--- src/rtl/shift_request_queue.sv ---
// Request FIFO and registered output slot in front of an external combinational barrel shifter.
// Optional same-cycle bypass of an empty FIFO is enabled by defining SHIFT_QUEUE_BYPASS_EN.
module shift_request_queue #(
    parameter int N     = 32,
    parameter int DEPTH = 4
) (
    input  logic                       Clock,
    input  logic                       Reset_n,
    input  logic                       In_Valid,
    output logic                       In_Ready,
    input  logic [N-1:0]               In_Data,
    input  logic [$clog2(N)-1:0]       In_Shift_Val,
    input  logic                       In_Left_Right,
    input  logic                       In_Logic_Arithmetic,
    output logic [N-1:0]               Sh_Input,
    output logic [$clog2(N)-1:0]       Sh_Shift_Val,
    output logic                       Sh_Left_Right,
    output logic                       Sh_Logic_Arithmetic,
    input  logic [N-1:0]               Sh_Result,
    output logic                       Out_Valid,
    input  logic                       Out_Ready,
    output logic [N-1:0]               Out_Result,
    output logic [$clog2(DEPTH+1)-1:0] Out_Count
);
    localparam int SW = $clog2(N);
    localparam int PW = $clog2(DEPTH);
    localparam int CW = $clog2(DEPTH+1);
    localparam int EW = N + SW + 2;

    logic [EW-1:0] mem [DEPTH];
    logic [PW-1:0] wr_ptr_reg, rd_ptr_reg;
    logic [CW-1:0] count_reg, count_next;
    logic          out_valid_reg;
    logic [N-1:0]  out_result_reg;

    logic [EW-1:0] in_entry, head_entry, sh_entry;
    logic          fifo_empty, slot_free, push, pop, bypass, fifo_write, capture;

    assign in_entry   = {In_Data, In_Shift_Val, In_Left_Right, In_Logic_Arithmetic};
    assign head_entry = mem[rd_ptr_reg];

    assign fifo_empty = (count_reg == '0);
    assign In_Ready   = (count_reg != CW'(DEPTH));
    assign slot_free  = !out_valid_reg || Out_Ready;
    assign push       = In_Valid && In_Ready;
    assign pop        = !fifo_empty && slot_free;

`ifdef SHIFT_QUEUE_BYPASS_EN
    // An empty FIFO lets the incoming request go straight to the shifter.
    assign bypass     = fifo_empty && In_Valid && slot_free;
`else
    assign bypass     = 1'b0;
`endif

    assign fifo_write = push && !bypass;
    assign capture    = pop || bypass;

    always_comb begin
        sh_entry = '0;
        if (!fifo_empty)
            sh_entry = head_entry;
        else if (bypass)
            sh_entry = in_entry;
    end

    assign {Sh_Input, Sh_Shift_Val, Sh_Left_Right, Sh_Logic_Arithmetic} = sh_entry;

    always_comb begin
        count_next = count_reg;
        case ({fifo_write, pop})
            2'b10:   count_next = count_reg + 1'b1;
            2'b01:   count_next = count_reg - 1'b1;
            default: count_next = count_reg;
        endcase
    end

    // Storage is deliberately left out of reset; only the pointers define validity.
    always_ff @(posedge Clock) begin
        if (fifo_write)
            mem[wr_ptr_reg] <= in_entry;
    end

    always_ff @(posedge Clock or negedge Reset_n) begin
        if (!Reset_n) begin
            wr_ptr_reg     <= '0;
            rd_ptr_reg     <= '0;
            count_reg      <= '0;
            out_valid_reg  <= 1'b0;
            out_result_reg <= '0;
        end else begin
            count_reg <= count_next;
            if (fifo_write)
                wr_ptr_reg <= wr_ptr_reg + 1'b1;
            if (pop)
                rd_ptr_reg <= rd_ptr_reg + 1'b1;
            if (capture) begin
                out_valid_reg  <= 1'b1;
                out_result_reg <= Sh_Result;
            end else if (Out_Ready) begin
                out_valid_reg  <= 1'b0;
            end
        end
    end

    assign Out_Valid  = out_valid_reg;
    assign Out_Result = out_result_reg;
    assign Out_Count  = count_reg;
endmodule

--- config.mk ---
export PLATFORM = sky130hd
export DESIGN_NAME = shift_request_queue
export DESIGN_NICKNAME = d
export VERILOG_FILES = /design/src/rtl/shift_request_queue.sv
export SDC_FILE = /design/constraint.sdc
export NUM_CORES = 1
export LEC_CHECK = 0
export ABC_AREA = 1
export CORE_ASPECT_RATIO = 1.2
export CORE_MARGIN = 3
export CORE_UTILIZATION = 45
export DETAILED_ROUTE_END_ITERATION = 10
export GPL_TIMING_DRIVEN = 0
export PLACE_DENSITY = 0.7
export SYNTH_ARGS = -nofsm -noshare
export SYNTH_HDL_FRONTEND = slang
export SYNTH_SLANG_ARGS = --single-unit
--- constraint.sdc ---
create_clock -name Clock -period 8.5 [get_ports Clock]
set_input_delay 1.7 -clock Clock [delete_from_list [all_inputs] [get_ports Clock]]
set_output_delay 1.7 -clock Clock [all_outputs]
set_load 0.05 [all_outputs]
==> impl_summary.log, run 1 <==
INFO  metric post_layout_nonfiller_instances = about 1.2k
INFO  metric netlist_instances = ~800
INFO  metric synth_simple_gate_area_frac = 0.1754
INFO  metric syn-num-nets = a little under 900
INFO  metric pin_count_of_the_biggest_net_entering_global_routing = 36
INFO  metric worst-r2r-setup-slack = approximately 6300 ps
INFO  metric timing.max_cap.violations = 0
INFO  metric hold-worst-slack = about 480 ps
INFO  metric area_growth_synth_to_finish = 29.82%
INFO  metric clk_slew_on_worst_s_h_paths = around 70 ps
INFO  metric relative_contribution_of_combinational_cells_to_total_power = 0.534
INFO  metric clock_tree.htree_level_count = 4
INFO  metric worst_pin_slew = ~730 ps
INFO  metric switching_power = 2140 µW
INFO  metric synth-xor-area-share = 0.002112
INFO  metric worst_slew_margin_rel = 0.5123
INFO  metric synth-seq-cells = 196
INFO  metric vias_in_the_first_global_route = about 5.7k
INFO  metric critical_path_arrival = about 2600 ps
INFO  metric critPathMaxFanout = 10
INFO  metric crit_path_cell_trace = buf_2, clkbuf_1, nand3_1, a21oi_1, clkdlybuf4s50_1
INFO  metric highest-signal-layer = met4
INFO  metric timing_hold_violations_final = 0
INFO  metric timing.final.max_slew_violations = 0
INFO  metric achievable-frequency = roughly 230 MHz
INFO  metric tritoncts_clock_tree = yes
INFO  metric synth_compound_gate_area_share = 0.02474
INFO  metric hpwl = 12110 µm
INFO  metric finalClockSkew = 8.282 ps
INFO  metric fin_nets = ~1.1k
INFO  metric dpl.cell_count = between 1k and 1.5k
INFO  metric yosys_warnings = 0
INFO  metric vias = about 5.8k
INFO  metric dominant_combinational_cell_family_by_area_after_synthesis = simple AND/OR/NAND/NOR gates
INFO  metric part_of_the_yosys_area_used_for_sequential_elements = 0.6855
INFO  metric final_design_area_no_fill = 10770 µm²
INFO  metric pwr-share-seq = 0.298
INFO  metric clock-sinks = between 150 and 200
INFO  metric placement.cell_area = between 10000 and 15000 µm²
INFO  metric count_of_final_setup_violators = 0
INFO  metric critical_path.n_buffers_inverters = 3
INFO  metric core-area = roughly 18000 µm²
INFO  metric drc_errors = 0
INFO  metric timing.critical_path.max_delay_family = buffers and inverters
INFO  metric irDropWorstVdd = roughly 0.29 mV
INFO  metric crit_path_kind = reg2out
INFO  metric rsz0062_at_grt = no
INFO  metric hold_path_startpoint = Out_Result[23]$_DFFE_PN0P_
INFO  metric ctsRootBufferMaster = sky130_fd_sc_hd__clkbuf_16
INFO  metric cts-hold-fix-buffers = 0
INFO  metric dr_wl_met2 = roughly 9000 µm
INFO  metric cp-startpoint = rd_ptr_reg[1]$_DFFE_PN0P_
INFO  metric drt-vias-per-instance = 4.760
INFO  metric routedWlPerCell = 15.15 µm
INFO  metric netlist_area = roughly 8300 µm²
INFO  metric route.layer.met1.wl = between 7000 and 8000 µm
INFO  metric timing.critical_path.from_type = register
INFO  metric largest_register_ffs = approximately 160
INFO  metric post_cts_resized = 0
INFO  metric post_synth_mux_area_share = 0
INFO  metric clk-insertion-delay-late = 440 ps
INFO  metric global_route.overflow_total = 0
INFO  metric globalRouteTotalUtil = 0.1930
INFO  metric top_register = mem
INFO  metric static-leakage-power = roughly 0.0048 µW
INFO  metric swShare = 0.4659
INFO  metric worst_path_largest_cell_delay = 840 ps
INFO  metric antenna_found_initial = 0
INFO  metric fraction_of_power_consumed_by_the_clock_network = 0.168
INFO  metric floorplan.die.width = roughly 130 µm
INFO  metric detailedRoute.firstPassIterationCount = 5
INFO  metric design.die.area = a little over 20000 µm²
INFO  metric cts.path.max_buffers = 2
INFO  metric hold_path.class = reg2reg
INFO  metric floorplan.initialDensity = 0.4667
INFO  metric final_antenna_diode_count = 0
INFO  metric floorplan.io_pins = around 150
INFO  metric yosys.area_share.adder = 0.009956
INFO  metric gp_routability_congestion = 0.7396
INFO  metric dieHeight = about 150 µm
INFO  metric cts.repair_timing.setup_buffer_count = 0
INFO  metric detailroute.wirelength.met3 = between 1000 and 1500 µm
INFO  metric powerDensity = 426.6 nW/µm²
INFO  metric detailedRoute.firstIterationViolations = around 380
INFO  metric timing.critical_path.required = about 6800 ps
INFO  metric placement.io_buffers = 150
INFO  metric timing.final.crit_share = 0.5103
INFO  metric floorplan.rows = 53
INFO  metric drtAntennaViolNets = 0
INFO  metric layout-drive-gt1-share = 0.07114
INFO  metric yosys.cell_types.count = 20
INFO  metric period_needed = about 4300 ps
INFO  metric status = finished clean
INFO  metric numCtsBuffers = 17
INFO  metric r2r_start = Out_Count[0]$_DFFE_PN0P_
INFO  metric p_int = 2453 µW
INFO  metric crit_slowest_cell = sky130_fd_sc_hd__clkdlybuf4s50_1
INFO  metric end_kind = output pin
INFO  metric final.setup.tns = 0 ps
INFO  metric grt_pass1_wl = 29560 µm
INFO  metric syn_avg_cell_area = between 10 and 15 µm²
INFO  metric finalWirelength = 18450 µm
==> stage by stage <==
stage                     utilization  setup WS [ps]  total power, µW
after detailed placement       0.5737           4607             3855
after floorplan                     -           4531             3000
final                          0.6059           4162             4593
after global placement         0.5667           2679             3812
after global routing           0.6059           4026             4857
after CTS                      0.6059           4127             4638
==> placed cells by master, fill, tap and decap left out <==
master,synthesis,layout
sky130_fd_sc_hd__a21oi_1,39,39
sky130_fd_sc_hd__buf_1,1,1
sky130_fd_sc_hd__buf_12,0,5
sky130_fd_sc_hd__buf_2,15,16
sky130_fd_sc_hd__buf_4,6,6
sky130_fd_sc_hd__buf_6,3,3
sky130_fd_sc_hd__bufinv_16,0,1
sky130_fd_sc_hd__clkbuf_1,11,11
sky130_fd_sc_hd__clkbuf_16,0,17
sky130_fd_sc_hd__clkdlybuf4s50_1,0,149
sky130_fd_sc_hd__clkinv_4,0,1
sky130_fd_sc_hd__clkinvlp_2,0,1
sky130_fd_sc_hd__clkinvlp_4,0,6
sky130_fd_sc_hd__dfrtp_1,40,40
sky130_fd_sc_hd__edfxtp_1,156,156
sky130_fd_sc_hd__fa_1,1,1
sky130_fd_sc_hd__ha_1,5,5
sky130_fd_sc_hd__inv_1,170,170
sky130_fd_sc_hd__inv_2,3,3
sky130_fd_sc_hd__inv_6,0,4
sky130_fd_sc_hd__inv_8,0,2
sky130_fd_sc_hd__nand2_1,267,267
sky130_fd_sc_hd__nand2_2,1,1
sky130_fd_sc_hd__nand3_1,83,83
sky130_fd_sc_hd__nand3_2,1,1
sky130_fd_sc_hd__nand4_1,1,1
sky130_fd_sc_hd__nor2_4,0,4
sky130_fd_sc_hd__o21ai_0,2,2
sky130_fd_sc_hd__xnor2_1,2,2
==> kinds of logic after synthesis <==
group                      count (synthesis)
AOI/OAI and AO/OA                         41
xor gates and xnor gates                   2
DFF                                      196
buffers and inverters                    209
and+or+nand+nor                          357
adders and majority gates                  6
==> per-layer routing <==
layer  global-route usage  vias to the layer above
met5                    0                        -
met3              0.06908                       23
met2               0.3190                      173
met1               0.2412                     2716
li1                     -                     2886
met4              0.05149                        0
==> synthesized netlist by cell type <==
master,instances,area (µm²)
sky130_fd_sc_hd__a21oi_1,39,195.2
sky130_fd_sc_hd__buf_1,1,3.750
sky130_fd_sc_hd__buf_2,15,75.07
sky130_fd_sc_hd__buf_4,6,45.04
sky130_fd_sc_hd__buf_6,3,33.78
sky130_fd_sc_hd__clkbuf_1,11,41.29
sky130_fd_sc_hd__dfrtp_1,40,1001
sky130_fd_sc_hd__edfxtp_1,156,4684
sky130_fd_sc_hd__fa_1,1,20.02
sky130_fd_sc_hd__ha_1,5,62.56
sky130_fd_sc_hd__inv_1,170,638.1
sky130_fd_sc_hd__inv_2,3,11.26
sky130_fd_sc_hd__nand2_1,267,1002
sky130_fd_sc_hd__nand2_2,1,6.260
sky130_fd_sc_hd__nand3_1,83,415.4
sky130_fd_sc_hd__nand3_2,1,10.01
sky130_fd_sc_hd__nand4_1,1,6.260
sky130_fd_sc_hd__nor2_1,4,15.01
sky130_fd_sc_hd__o21ai_0,2,10.01
sky130_fd_sc_hd__xnor2_1,2,17.52
==> final cells by class <==
type	count	area, µm²
plain buffers	36	198.9
clock buffers	17	425.4
clock inverters	15	146.4
fillers	1493	7004
inverters	173	649.4
multi-input cells	406	1790
flip-flops and latches	196	5685
well taps	220	275.3
repair buffers	155	1597
==> tightest hold or removal path, cell delays in order (launching register included) <==
cell and delay, ps:
sky130_fd_sc_hd__dfrtp_1 340, sky130_fd_sc_hd__nand2_1 50, sky130_fd_sc_hd__nand2_1 50
==> worst paths after layout <==
| path | to | depth (start not counted) |
|---|---|---|
| worst min register to register | Out_Result[23]$_DFFE_PN0P_ | 2 |
| min in group asynchronous | Out_Result[1]$_DFFE_PN0P_ | 1 |
| worst max register to register | mem[1][28]$_DFFE_PP_ | 5 |
| worst max-delay path | Sh_Input[3] | 5 |
| max in group asynchronous | wr_ptr_reg[0]$_DFFE_PN0P_ | 2 |
| worst min-delay path | Out_Result[23]$_DFFE_PN0P_ | 2 |
==> power groups by stage <==
stage                     Combinational (µW)  Sequential [µW]  Clock, µW
final                                   2450             1370        770
after global routing                    2630             1390        828
after CTS                               2480             1370        787
after detailed placement                2470             1390          0
after global placement                  2410             1400          0
after floorplan                         1320             1680          0
Power figures use the tool's default switching activity.
==> inputs of run 2 (changes only) <==
PLACE_DENSITY = 0.73   (was 0.7)
clock period = 3.76 ns   (was 8.5 ns; I/O delays follow)
==> run 2 against run 1 <==
Clock skew down 1.2 ps. First-iteration DRC count up 15%. Critical path depth up 1. Sequential power up 130%. Cell count unchanged. Total power up 130%. Routed wire length down 0.23%. Global-route usage down 0.13 points. Clock-buffer cell count up 4. Critical endpoint is now Sh_Input[21]. Largest power group unchanged.
==> impl_summary.log, run 2 (synthesis gave the netlist of run 1 again) <==
INFO  metric status = finished clean
INFO  metric cp-startpoint = Out_Count[0]$_DFFE_PN0P_
INFO  metric layout-drive-gt1-share = 0.06613
INFO  metric finalClockSkew = just over 7 ps
INFO  metric fillerInstances = 1449
INFO  metric global_route.overflow_total = 0
INFO  metric top_register = mem
INFO  metric ctsRootBufferMaster = sky130_fd_sc_hd__clkbuf_16
INFO  metric end_kind = output pin
INFO  metric floorplan.initialDensity = 0.4667
INFO  metric detailedRoute.firstIterationViolations = 433
INFO  metric detailedRoute.firstPassIterationCount = 5
INFO  metric design.die.area = roughly 20000 µm²
INFO  metric dieHeight = between 150 and 200 µm
INFO  metric numCtsBuffers = 17
INFO  metric timing.final.max_slew_violations = 0
INFO  metric timing_hold_violations_final = 0
INFO  metric r2r_start = Out_Count[0]$_DFFE_PN0P_
INFO  metric critPathMaxFanout = 10
INFO  metric post_layout_nonfiller_instances = roughly 1.2k
INFO  metric cts.path.max_buffers = 2
INFO  metric finalCoreUtilization = 0.6079
INFO  metric final_design_area_no_fill = 10800 µm²
INFO  metric grtUsageMet2 = 0.3197
INFO  metric post_cts_resized = 0
INFO  metric antenna_found_initial = 0
INFO  metric layout_common_cells = sky130_fd_sc_hd__nand2_1 (267), sky130_fd_sc_hd__inv_1 (170), sky130_fd_sc_hd__edfxtp_1 (156), sky130_fd_sc_hd__clkdlybuf4s50_1 (149), sky130_fd_sc_hd__nand3_1 (83)
INFO  metric tritoncts_clock_tree = yes
INFO  metric floorplan.io_pins = ~150
INFO  metric final.setup.tns = 0 ps
INFO  metric clock-sinks = slightly below 200
INFO  metric powerDensity = 968.2 nW/µm²
INFO  metric area_growth_synth_to_finish = 30.26%
INFO  metric clk-insertion-delay-late = approximately 430 ps
INFO  metric static-leakage-power = 0.004811 µW
INFO  metric clock_tree.htree_level_count = 4
INFO  metric rsz0062_at_grt = no
INFO  metric mostFrequentLayoutCell = sky130_fd_sc_hd__nand2_1
INFO  metric critical_path_arrival = between 2000 and 3000 ps
INFO  metric drc_errors = 0
INFO  metric worst_slew_margin_rel = 0.4023
INFO  metric cts.repair_timing.setup_buffer_count = 0
INFO  metric gp_routability_congestion = ~0.75
INFO  metric busiest_layer = met2
INFO  metric fin_nets = about 1.1k
INFO  metric worstRegToRegCells = 5
INFO  metric floorplan.rows = 53
INFO  metric core-area = roughly 18000 µm²
INFO  metric gr-usage-met1 = 0.2327
INFO  metric gr-usage-met3 = 0.06701
INFO  metric drtAntennaViolNets = 0
INFO  metric pin_count_of_the_biggest_net_entering_global_routing = 36
INFO  metric crit_path_kind = reg2out
INFO  metric rr_endpoint = mem[0][22]$_DFFE_PP_
INFO  metric placement.cell_area = 10210 µm²
INFO  metric clk_slew_on_worst_s_h_paths = roughly 70 ps
INFO  metric floorplan.die.width = 129.9 µm
INFO  metric globalRouteTotalUtil = 0.1917
INFO  metric vias_in_the_first_global_route = 5797
INFO  metric vias = approximately 5.7k
INFO  metric timing.critical_path.from_type = register
INFO  metric worst_pin_slew = between 800 and 900 ps
INFO  metric achievable-frequency = around 300 MHz
INFO  metric timing.max_cap.violations = 0
INFO  metric worst-r2r-setup-slack = 1470 ps
INFO  metric irDropWorstVdd = approximately 0.56 mV
INFO  metric cts-hold-fix-buffers = 0
INFO  metric dpl.cell_count = around 1.2k
INFO  metric hpwl = between 10000 and 15000 µm
INFO  metric period_needed = ~3400 ps
INFO  metric grt_pass1_wl = ~29000 µm
INFO  metric timing.critical_path.required = approximately 3000 ps
INFO  metric routedWlPerCell = roughly 15 µm
INFO  metric drt-vias-per-instance = about 4.7
INFO  metric final_antenna_diode_count = 0
INFO  metric placement.io_buffers = 150
INFO  metric hold_path.class = in2async
INFO  metric count_of_final_setup_violators = 0
INFO  metric timing.final.crit_share = 0.9046
INFO  metric finalWirelength = between 15000 and 20000 µm
INFO  metric largest_register_ffs = between 150 and 200
==> run 2: worst max-delay path, cell delays in order, from the launching register on <==
cell and delay (ps):
sky130_fd_sc_hd__dfrtp_1 400, sky130_fd_sc_hd__inv_1 130, sky130_fd_sc_hd__nand3_2 150, sky130_fd_sc_hd__inv_1 180
sky130_fd_sc_hd__clkbuf_1 460, sky130_fd_sc_hd__a21oi_1 140, sky130_fd_sc_hd__clkdlybuf4s50_1 740
==> run 2: how the worst max path moves through the flow <==
stage,end,slack [ps],cells past startpoint
2_1_floorplan,mem[0][0]$_DFFE_PP_,40,4
3_3_place_gp,mem[0][22]$_DFFE_PP_,-1120,3
3_5_place_dp,Out_Count[2]$_DFFE_PN0P_,750,13
4_1_cts,Sh_Input[20],310,6
5_1_grt,Sh_Input[12],210,6
6_report,Sh_Input[21],360,6
==> run 2: per-stage QoR <==
| step | setup slack (ps) | hold WS [ps] | total power [µW] |
|---|---|---|---|
| 4_1_cts | 311.6 | 136.6 | 10550 |
| 3_3_place_gp | -1124 | 461.1 | 8604 |
| 3_5_place_dp | 750.4 | 464.2 | 8730 |
| 2_1_floorplan | 36.37 | 456.4 | 6782 |
| 6_report | 358.9 | 152.4 | 10460 |
| 5_1_grt | 210.7 | 139.7 | 11070 |
==> run 2: power by group <==
part	switching, µW	internal (µW)
Sequential	184	2920
Clock	772	1050
Combinational	3830	1710
Total	4780	5680
==> run 2: cell type report <==
cell class	count	area [µm²]	area share
Clock inverter	11	152.6	0.01413
Tap cell	220	275.3	0.02548
Multi-Input combinational cell	406	1790	0.1657
Clock buffer	21	440.4	0.04076
Inverter	173	649.4	0.06010
Timing Repair Buffer	155	1612	0.1492
Sequential cell	196	5685	0.5262
Buffer	36	198.9	0.01841
==> run 2: metal layers <==
metal	vias up	wire [µm]	part of all wire
met5	-	0	0
met4	0	299	0.016
met3	24	1455	0.079
met2	200	9266	0.50
met1	2632	7388	0.40
li1	2881	-	-
